--- config.mk ---
export PLATFORM = sky130hd
export DESIGN_NAME = bcd_sub8_flat
export DESIGN_NICKNAME = d
export VERILOG_FILES = /design/src/rtl/bcd_sub8_if.sv /design/src/rtl/bcd_sub8.sv /design/src/flat_wrapper.sv
export SDC_FILE = /design/constraint.sdc
export NUM_CORES = 1
export LEC_CHECK = 0
export BUFFER_PORTS_ARGS = -buffer_cell sky130_fd_sc_hd__buf_2
export CELL_PAD_IN_SITES_DETAIL_PLACEMENT = 1
export CELL_PAD_IN_SITES_GLOBAL_PLACEMENT = 1
export CORE_ASPECT_RATIO = 1.4
export CORE_MARGIN = 2
export CORE_UTILIZATION = 42
export CTS_CLUSTER_SIZE = 8
export DETAILED_ROUTE_END_ITERATION = 8
export PLACE_DENSITY_LB_ADDON = 0.2
export REMOVE_ABC_BUFFERS = 1
export SLEW_MARGIN = 20
export SYNTH_ARGS = -nofsm -noshare
export SYNTH_HDL_FRONTEND = slang
export SYNTH_SLANG_ARGS = --single-unit
--- constraint.sdc ---
create_clock -name clk -period 9.6 [get_ports clk]
set_clock_uncertainty 0.15 [all_clocks]
set_input_delay 0.96 -clock clk [delete_from_list [all_inputs] [get_ports clk]]
set_output_delay 0.96 -clock clk [all_outputs]
set_load 0.02 [all_outputs]
--- src/rtl/bcd_sub8_if.sv ---
// bcd_sub8 request/result bundle.
// The master drives the operands and start; the slave returns status and result.
interface bcd_sub8_if;
  logic       start;
  logic [7:0] a;
  logic [7:0] b;
  logic       busy;
  logic       done;
  logic [7:0] diff;
  logic       neg;
  logic       invalid;

  modport master (
    output start, a, b,
    input  busy, done, diff, neg, invalid
  );

  modport slave (
    input  start, a, b,
    output busy, done, diff, neg, invalid
  );
endinterface

--- src/rtl/bcd_sub8.sv ---
// Digit-serial two-digit packed BCD subtractor.
// Negative results get a second ten's-complement pass to sign-magnitude.
module bcd_sub8 (
  input  logic       clk,
  input  logic       rst,
  bcd_sub8_if.slave  bus
);

  localparam logic [2:0] IDLE = 3'd0;
  localparam logic [2:0] SUB0 = 3'd1;
  localparam logic [2:0] SUB1 = 3'd2;
  localparam logic [2:0] NEG0 = 3'd3;
  localparam logic [2:0] NEG1 = 3'd4;
  localparam logic [2:0] DONE = 3'd5;

  logic [2:0] state;
  logic [7:0] ra;
  logic [7:0] rb;
  logic [7:0] diff_q;
  logic       borrow;
  logic       neg_q;
  logic       inv_q;

  logic [3:0] x;
  logic [3:0] y;
  logic       bin;
  logic [3:0] dig;
  logic       bout;
  logic       accept;
  logic       bad;

  // Returns {borrow_out, digit} for one decimal digit of x - y - bin.
  function automatic logic [4:0] dstep(
    input logic [3:0] xa,
    input logic [3:0] ya,
    input logic       bi
  );
    logic [4:0] t;
    logic [4:0] s;
    t = {1'b0, xa} - {1'b0, ya} - {4'b0, bi};
    s = t + 5'd10;
    if (t[4]) return {1'b1, s[3:0]};
    return {1'b0, t[3:0]};
  endfunction

  always_comb begin
    x   = ra[3:0];
    y   = rb[3:0];
    bin = 1'b0;
    unique case (state)
      SUB1: begin
        x   = ra[7:4];
        y   = rb[7:4];
        bin = borrow;
      end
      NEG0: begin
        x   = 4'd0;
        y   = diff_q[3:0];
        bin = 1'b0;
      end
      NEG1: begin
        x   = 4'd0;
        y   = diff_q[7:4];
        bin = borrow;
      end
      default: begin
        x   = ra[3:0];
        y   = rb[3:0];
        bin = 1'b0;
      end
    endcase
  end

  assign {bout, dig} = dstep(x, y, bin);

  assign accept = bus.start && (state == IDLE || state == DONE);

  assign bad = (bus.a[3:0] > 4'd9) || (bus.a[7:4] > 4'd9) ||
               (bus.b[3:0] > 4'd9) || (bus.b[7:4] > 4'd9);

  always_ff @(posedge clk) begin
    if (rst) begin
      state  <= IDLE;
      ra     <= 8'h00;
      rb     <= 8'h00;
      diff_q <= 8'h00;
      borrow <= 1'b0;
      neg_q  <= 1'b0;
      inv_q  <= 1'b0;
    end else if (accept) begin
      ra     <= bus.a;
      rb     <= bus.b;
      diff_q <= 8'h00;
      borrow <= 1'b0;
      neg_q  <= 1'b0;
      inv_q  <= bad;
      state  <= bad ? DONE : SUB0;
    end else begin
      case (state)
        SUB0: begin
          diff_q[3:0] <= dig;
          borrow      <= bout;
          state       <= SUB1;
        end
        SUB1: begin
          diff_q[7:4] <= dig;
          borrow      <= bout;
          state       <= bout ? NEG0 : DONE;
        end
        NEG0: begin
          diff_q[3:0] <= dig;
          borrow      <= bout;
          state       <= NEG1;
        end
        // 100 - raw is the magnitude; the final borrow carries no information.
        NEG1: begin
          diff_q[7:4] <= dig;
          borrow      <= 1'b0;
          neg_q       <= 1'b1;
          state       <= DONE;
        end
        DONE:    state <= IDLE;
        default: state <= IDLE;
      endcase
    end
  end

  assign bus.busy    = (state == SUB0) || (state == SUB1) ||
                       (state == NEG0) || (state == NEG1);
  assign bus.done    = (state == DONE);
  assign bus.diff    = diff_q;
  assign bus.neg     = neg_q;
  assign bus.invalid = inv_q;

endmodule

--- src/flat_wrapper.sv ---
// flat-port wrapper written by rule: the top's interface ports become plain ports
module bcd_sub8_flat 
  (clk, rst, bus_start, bus_a, bus_b, bus_busy, bus_done, bus_diff, bus_neg, bus_invalid);
  bcd_sub8_if bus_i ();
  input  logic clk;
  input  logic rst;
  input wire logic [$bits(bus_i.start)-1:0] bus_start;
  input wire logic [$bits(bus_i.a)-1:0] bus_a;
  input wire logic [$bits(bus_i.b)-1:0] bus_b;
  output wire logic [$bits(bus_i.busy)-1:0] bus_busy;
  output wire logic [$bits(bus_i.done)-1:0] bus_done;
  output wire logic [$bits(bus_i.diff)-1:0] bus_diff;
  output wire logic [$bits(bus_i.neg)-1:0] bus_neg;
  output wire logic [$bits(bus_i.invalid)-1:0] bus_invalid;
  assign bus_i.start = bus_start;
  assign bus_i.a = bus_a;
  assign bus_i.b = bus_b;
  assign bus_busy = bus_i.busy;
  assign bus_done = bus_i.done;
  assign bus_diff = bus_i.diff;
  assign bus_neg = bus_i.neg;
  assign bus_invalid = bus_i.invalid;
  bcd_sub8 u_core (.clk(clk), .rst(rst), .bus(bus_i));
endmodule
======== Yosys cells after proc, flatten, opt, wreduce, memory -nomap -nowiden ========
Cells that the tools add are included.
storage, ports and cells
  register bits ........................... 30
  input bits .............................. 19
  output and inout bits ................... 12
  logic and storage cells ................. 46
operators by class
  add/sub/neg operators ................... 3
  $lt $le $gt $ge ......................... 4
  equality and inequality tests ........... 5
  multiplexer cells ....................... 11
  reduce and logical (&&, ||, !) cells .... 15
operator list
  kind                                                                   number
  4-bit > comparator, second input constant                              4
  3-bit one-hot mux with 4 select lines                                  1
  4-bit one-hot mux with 3 select lines                                  1
  5-bit two-way mux                                                      2
  3-bit two-way mux                                                      3
  4-bit one-hot mux with 2 select lines                                  1
  2-bit OR reduction                                                     4
  1-bit logical OR                                                       7
  3-bit by 2-bit equality test with 1-bit output, second input constant  2
  3-bit equality test, second input constant                             2
  4-bit by 4-bit subtractor with 5-bit output                            1
  5-bit by 1-bit subtractor with 5-bit output                            1
  4-bit adder, second input constant                                     1
  3-bit by 1-bit equality test with 1-bit output, second input constant  1
  3-bit zero test                                                        1
  3-bit OR reduction                                                     1
  1-bit two-way mux                                                      2
  1-bit one-hot mux with 2 select lines                                  1
  2-bit nonzero test                                                     1
  1-bit logical AND                                                      1

======== Longest topological paths before layout ========
  depth in word-level cells ............... 11
  mapped depth ............................ 18
  mapped depth without buffers ............ 15

======== Worst setup path before layout ========
Ideal clock, no wire load.
  path type ............................... register to register
  from .................................... reg u_core.state[2]
  to ...................................... reg u_core.diff_q[7], in the netlist u_core.bus.diff[7]
  setup time .............................. 0.137 ns
  arrival time ............................ 3.301 ns
  required time ........................... 9.313 ns
  setup slack ............................. 6.012 ns
  cell stages (with the launch flop) ...... 16
  path buffers ............................ 3
  clock period less this slack ............ 3.588 ns
  cell sequence ........................... dfxtp_1 > buf_6 > clkbuf_1 > clkbuf_1 > o21ai_0 > nand2_1 > o21ai_0 > fa_1 > inv_1 > fa_1 > ha_1 > or3_1 > o31a_1 > o221a_2 > xnor2_1 > a21oi_1
between the ends
  cells in the longest elaborated chain, start to end .. 8
  elaborated cells on any way between the ends .. 19
  classes of those cells .................. add/sub (3); eq/ne (4); mux (6); reduce/logical (6)
RTL lines
  item                                                                                   line                            text
  from (decl)                                                                            bcd_sub8.sv:16                  logic [2:0] state;
  from (signal assigned)                                                                 bcd_sub8.sv:97                  state <= bad ? DONE : SUB0;
  from (signal assigned)                                                                 bcd_sub8.sv:108                 state <= bout ? NEG0 : DONE;
  3-bit equality test or 3-bit by 2-bit equality test with 1-bit output (tied branches)  bcd_sub8.sv:50, bcd_sub8.sv:99
  2-bit OR reduction (no line)                                                           --
  4-bit one-hot mux with 2 select lines                                                  bcd_sub8.sv:50                  unique case (state)
  4-bit by 4-bit subtractor with 5-bit output                                            bcd_sub8.sv:40                  t = {1'b0, xa} - {1'b0, ya} - {4'b0, bi};
  5-bit by 1-bit subtractor with 5-bit output                                            bcd_sub8.sv:40
  4-bit adder                                                                            bcd_sub8.sv:41                  s = t + 5'd10;
  5-bit two-way mux                                                                      bcd_sub8.sv:42                  if (t[4]) return {1'b1, s[3:0]};
  5-bit two-way mux                                                                      bcd_sub8.sv:43                  return {1'b0, t[3:0]};
  to (signal assigned)                                                                   bcd_sub8.sv:106                 diff_q[7:4] <= dig;
  to (signal assigned)                                                                   bcd_sub8.sv:117                 diff_q[7:4] <= dig;
  to (decl)                                                                              bcd_sub8.sv:19                  logic [7:0] diff_q;
Several ways; a longest one is shown, not always the timed one. The select of a mux whose other input is x is not followed.
A chain may end at the register's enable or synchronous reset.

======== Final worst setup path ========
  from .................................... reg u_core.state[2]
  to ...................................... reg u_core.diff_q[3], in the netlist u_core.bus.diff[3]
between the ends
  cells in the longest elaborated chain, start to end .. 8
  elaborated cells on any way between the ends .. 21
  classes of those cells .................. add/sub (3); eq/ne (5); mux (6); reduce/logical (7)
RTL lines
  item                                                                                   line                            text
  3-bit equality test or 3-bit by 2-bit equality test with 1-bit output (tied branches)  bcd_sub8.sv:50, bcd_sub8.sv:99
  2-bit OR reduction (no line)                                                           --
  4-bit one-hot mux with 2 select lines                                                  bcd_sub8.sv:50
  4-bit by 4-bit subtractor with 5-bit output                                            bcd_sub8.sv:40
  5-bit by 1-bit subtractor with 5-bit output                                            bcd_sub8.sv:40
  4-bit adder                                                                            bcd_sub8.sv:41
  5-bit two-way mux                                                                      bcd_sub8.sv:42
  5-bit two-way mux                                                                      bcd_sub8.sv:43
  to (signal assigned)                                                                   bcd_sub8.sv:101                 diff_q[3:0] <= dig;
  to (signal assigned)                                                                   bcd_sub8.sv:111                 diff_q[3:0] <= dig;
Several ways; a longest one is shown, not always the timed one. The select of a mux whose other input is x is not followed.

==> impl_metrics.json <==
{
  "rows": 27,
  "min_period_ns": 4.21,
  "synth_flop_cell": "dfxtp_1",
  "hold_start": "u_core.ra[7]$_SDFFE_PP0P_",
  "wl_met1_um": 1850,
  "grt_usage_pct": 21.5,
  "io_pins": 31,
  "end_kind": "flip-flop",
  "sequentialPowerShare_pct": 29.0,
  "grt_overflow_total": 0,
  "num_antenna_cells": 0,
  "arrival_ns": 4.19,
  "final_cells": 280,
  "vias_per_cell": 5.58,
  "crit_chain": "xnor2_1 > nor2_1 > and2_1 > fa_1 > inv_1 > fa_1 > xnor2_1 > inv_1 > ha_1 > or3_1 > o31a_1 > o221a_2 > xnor2_1 > a21oi_1",
  "drv_slew": 0,
  "hold_path_class": "flip-flop to flip-flop",
  "fmax_mhz": 238,
  "power_leakage_nw": 0.775,
  "power_density_nw_per_um2": 388,
  "ys_types": 35,
  "internal-power_w": 0.000414,
  "max_cap_violations": 0,
  "path_delay_family": "simple AND/OR/NAND/NOR gates",
  "drc": 0,
  "met3_length_um": 173,
  "drive_gt1_share_pct": 17.3,
  "n_fill_cell": 506,
  "wl_um": 4460,
  "max_slew.worst_pin.slew_ns": 1.02,
  "cp-start-kind": "flip-flop",
  "cts_hold_buf": 0,
  "drt-initial-drc-count": 34,
  "grt_pass1_wl_um": 7430,
  "routed-wl-met2_um": 2340,
  "clkTransAtPathRegs_ns": 0.06,
  "setup_tns_ns": 0,
  "port_buffers": 30,
  "power.switching_w": 0.000341,
  "clock_latency_ns": 0.28,
  "finalCritPeriodShare_pct": 43.8,
  "wire_per_inst_um": 15.9,
  "required_ns": 9.58,
  "grt_max_degree": 26,
  "worst-path-max-fanout": 25,
  "r2r_cells": 14,
  "core_area_sq_um": 3920,
  "ys_seq_area_share_pct": 34.9,
  "synth.avg_cell_area_sq_um": 8.04,
  "dpl.cell_count": 273,
  "crit_slowest_cell": "dfxtp_1",
  "cpPeakStageDelay_ns": 0.84,
  "die_h_um": 79.7,
  "syn_area_sq_um": 1720,
  "grt_pass1_vias": 1576,
  "p_comb_share_pct": 53.7,
  "ctsResizeCount": 0,
  "clock_path_buffers": 2,
  "mostFrequentLayoutCells": "nand2_1 (46), buf_2 (30), dfxtp_1 (30)",
  "timing.rr.end": "u_core.bus.diff[3]$_SDFFE_PP0P_",
  "status": "finished clean",
  "synthCells": 214,
  "h-tree-depth": 2,
  "cts_tree": "built",
  "worstReg2RegStart": "u_core.state[2]$_SDFF_PP0_",
  "rsz0062_at_grt": "false",
  "setup-violations-final": 0,
  "synth-edff-count": 0,
  "rrSetupSlack_ns": 5.39,
  "nets": 263,
  "async_flop_share_pct": 0,
  "peakVddDrop_v": 0.000187,
  "ys_ff_latch": 30,
  "area_delta_synth_final_pct": 13.0,
  "crit_top_cell": "xnor2_1",
  "hpwl_um": 3400,
  "start_util_pct": 43.9,
  "vias": 1561,
  "layout_commonest_cell": "nand2_1",
  "crit_buf_inv": 2,
  "cts_root_buf": "clkbuf_8",
  "routed.top_layer": "met4",
  "max_slew_margin_pct": 31.6,
  "antenna_found_initial": 0,
  "hold_depth": 2,
  "hold_path_end": "u_core.ra[7]$_SDFFE_PP0P_",
  "antenna_left": 0,
  "firstDrtPassIters": 4,
  "cts_buffers": 5,
  "synth_warnings": 0,
  "globalplace.congestion": 0.790,
  "fp.dieArea_sq_um": 4630,
  "worstSetupPathType": "flip-flop to flip-flop",
  "switching_share_pct": 45.1,
  "hold_viol_final": 0,
  "die_x_um": 58.1,
  "post-cts-setup-buffer-count": 0,
  "clock_sinks": 30,
  "clkPwrFrac_pct": 17.3
}
-- registers in the layout, indices dropped and copies added, names as in the netlist --
register,cells
u_core.rb,8
u_core.bus.neg,1
u_core.ra,8
u_core.state,3
u_core.bus.invalid,1
u_core.borrow,1
u_core.bus.diff,8
-- layer usage --
metal | GRT usage [%] | vias to the layer above
li1 | - | 779
met1 | 24.3 | 738
met2 | 37.7 | 34
met3 | 5.02 | 10
met4 | 9.53 | 0
met5 | 0 | -
-- metrics by stage --
| stage | util (%) | total power [W] | hold slack (ns) | area (sq um) | worst slack, ns |
|---|---|---|---|---|---|
| 3_3_place_gp | 46.7 | 0.000611 | 0.294 | 1830 | 5.58 |
| 2_1_floorplan | - | 0.000508 | 0.280 | 1630 | 5.87 |
| 3_5_place_dp | 46.7 | 0.000624 | 0.307 | 1830 | 5.47 |
| 5_1_grt | 49.6 | 0.000816 | 0.336 | 1940 | 4.99 |
| 6_report | 49.6 | 0.000755 | 0.311 | 1940 | 5.39 |
| 4_1_cts | 49.6 | 0.000758 | 0.316 | 1940 | 5.44 |
-- final cells by class --
class,instances,area (sq um),share of cell area [%]
clock buffers,6,82.6,4.25
well taps,43,53.8,2.77
flip-flops and latches,30,601,30.9
multi-input cells,163,1000,51.5
inverters,7,26.3,1.35
repair buffers,30,150,7.72
clock inverters,1,30.0,1.54
-- cells in the mapped netlist (2+ instances only) --
library cell / number / area [sq um]
a211oi_1: 2 / 15.0
a21oi_1: 27 / 135
a22o_1: 3 / 26.3
a22oi_1: 3 / 22.5
a31oi_1: 3 / 18.8
and2_1: 2 / 12.5
buf_2: 2 / 10.0
buf_4: 2 / 15.0
buf_6: 4 / 45.0
clkbuf_1: 6 / 22.5
dfxtp_1: 30 / 601
fa_1: 2 / 40.0
ha_1: 5 / 62.6
inv_1: 7 / 26.3
mux2i_1: 8 / 80.1
nand2_1: 46 / 173
nand2b_1: 5 / 31.3
nand3_1: 3 / 15.0
nand3b_1: 2 / 15.0
nor2_1: 12 / 45.0
nor2b_1: 4 / 25.0
nor3b_1: 2 / 15.0
o21ai_0: 17 / 85.1
or3_1: 2 / 12.5
xnor2_1: 5 / 43.8
-- worst register-to-register path, stage by stage (launching register included) --
cell and delay [ns]:
dfxtp_1 0.84, xnor2_1 0.21, nor2_1 0.47, and2_1 0.24, fa_1 0.17, inv_1 0.07
fa_1 0.42, xnor2_1 0.18, inv_1 0.10, ha_1 0.23, or3_1 0.31, o31a_1 0.11
o221a_2 0.25, xnor2_1 0.22, a21oi_1 0.10
-- cell families (layout without fill, tap and decap cells) --
| group | Yosys count | after routing | synth area share, % |
|---|---|---|---|
| buffers and inverters | 21 | 44 | 6.91 |
| multiplexers | 8 | 8 | 4.65 |
| XOR/XNOR | 6 | 6 | 3.85 |
| AO/OA/AOI/OAI | 59 | 59 | 19.7 |
| AND/OR/NAND/NOR | 83 | 83 | 24.0 |
| flip-flops | 30 | 30 | 34.9 |
| adder cells (fa/ha/maj) | 7 | 7 | 5.96 |
-- power groups by stage --
stage | logic, W | registers, W | clock network [W]
finish | 0.000405 | 0.000219 | 0.000131
global route | 0.000451 | 0.000227 | 0.000139
CTS | 0.000406 | 0.000219 | 0.000133
detailed placement | 0.000403 | 0.000221 | 0
global placement | 0.000391 | 0.000219 | 0
floorplan | 0.000286 | 0.000222 | 0
-- worst max path at each step --
stage | from | end | slack (ns) | depth (start not counted)
after floorplan | u_core.state[2]$_SDFF_PP0_ | u_core.bus.diff[3]$_SDFFE_PP0P_ | 5.87 | 12
after global placement | u_core.state[2]$_SDFF_PP0_ | u_core.bus.diff[3]$_SDFFE_PP0P_ | 5.58 | 12
after detailed placement | u_core.state[2]$_SDFF_PP0_ | u_core.bus.diff[3]$_SDFFE_PP0P_ | 5.47 | 12
after CTS | u_core.state[2]$_SDFF_PP0_ | u_core.bus.diff[3]$_SDFFE_PP0P_ | 5.44 | 14
after global routing | u_core.state[2]$_SDFF_PP0_ | u_core.bus.diff[3]$_SDFFE_PP0P_ | 4.99 | 14
final | u_core.state[2]$_SDFF_PP0_ | u_core.bus.diff[3]$_SDFFE_PP0P_ | 5.39 | 14
(Power assumes the default switching activity.)
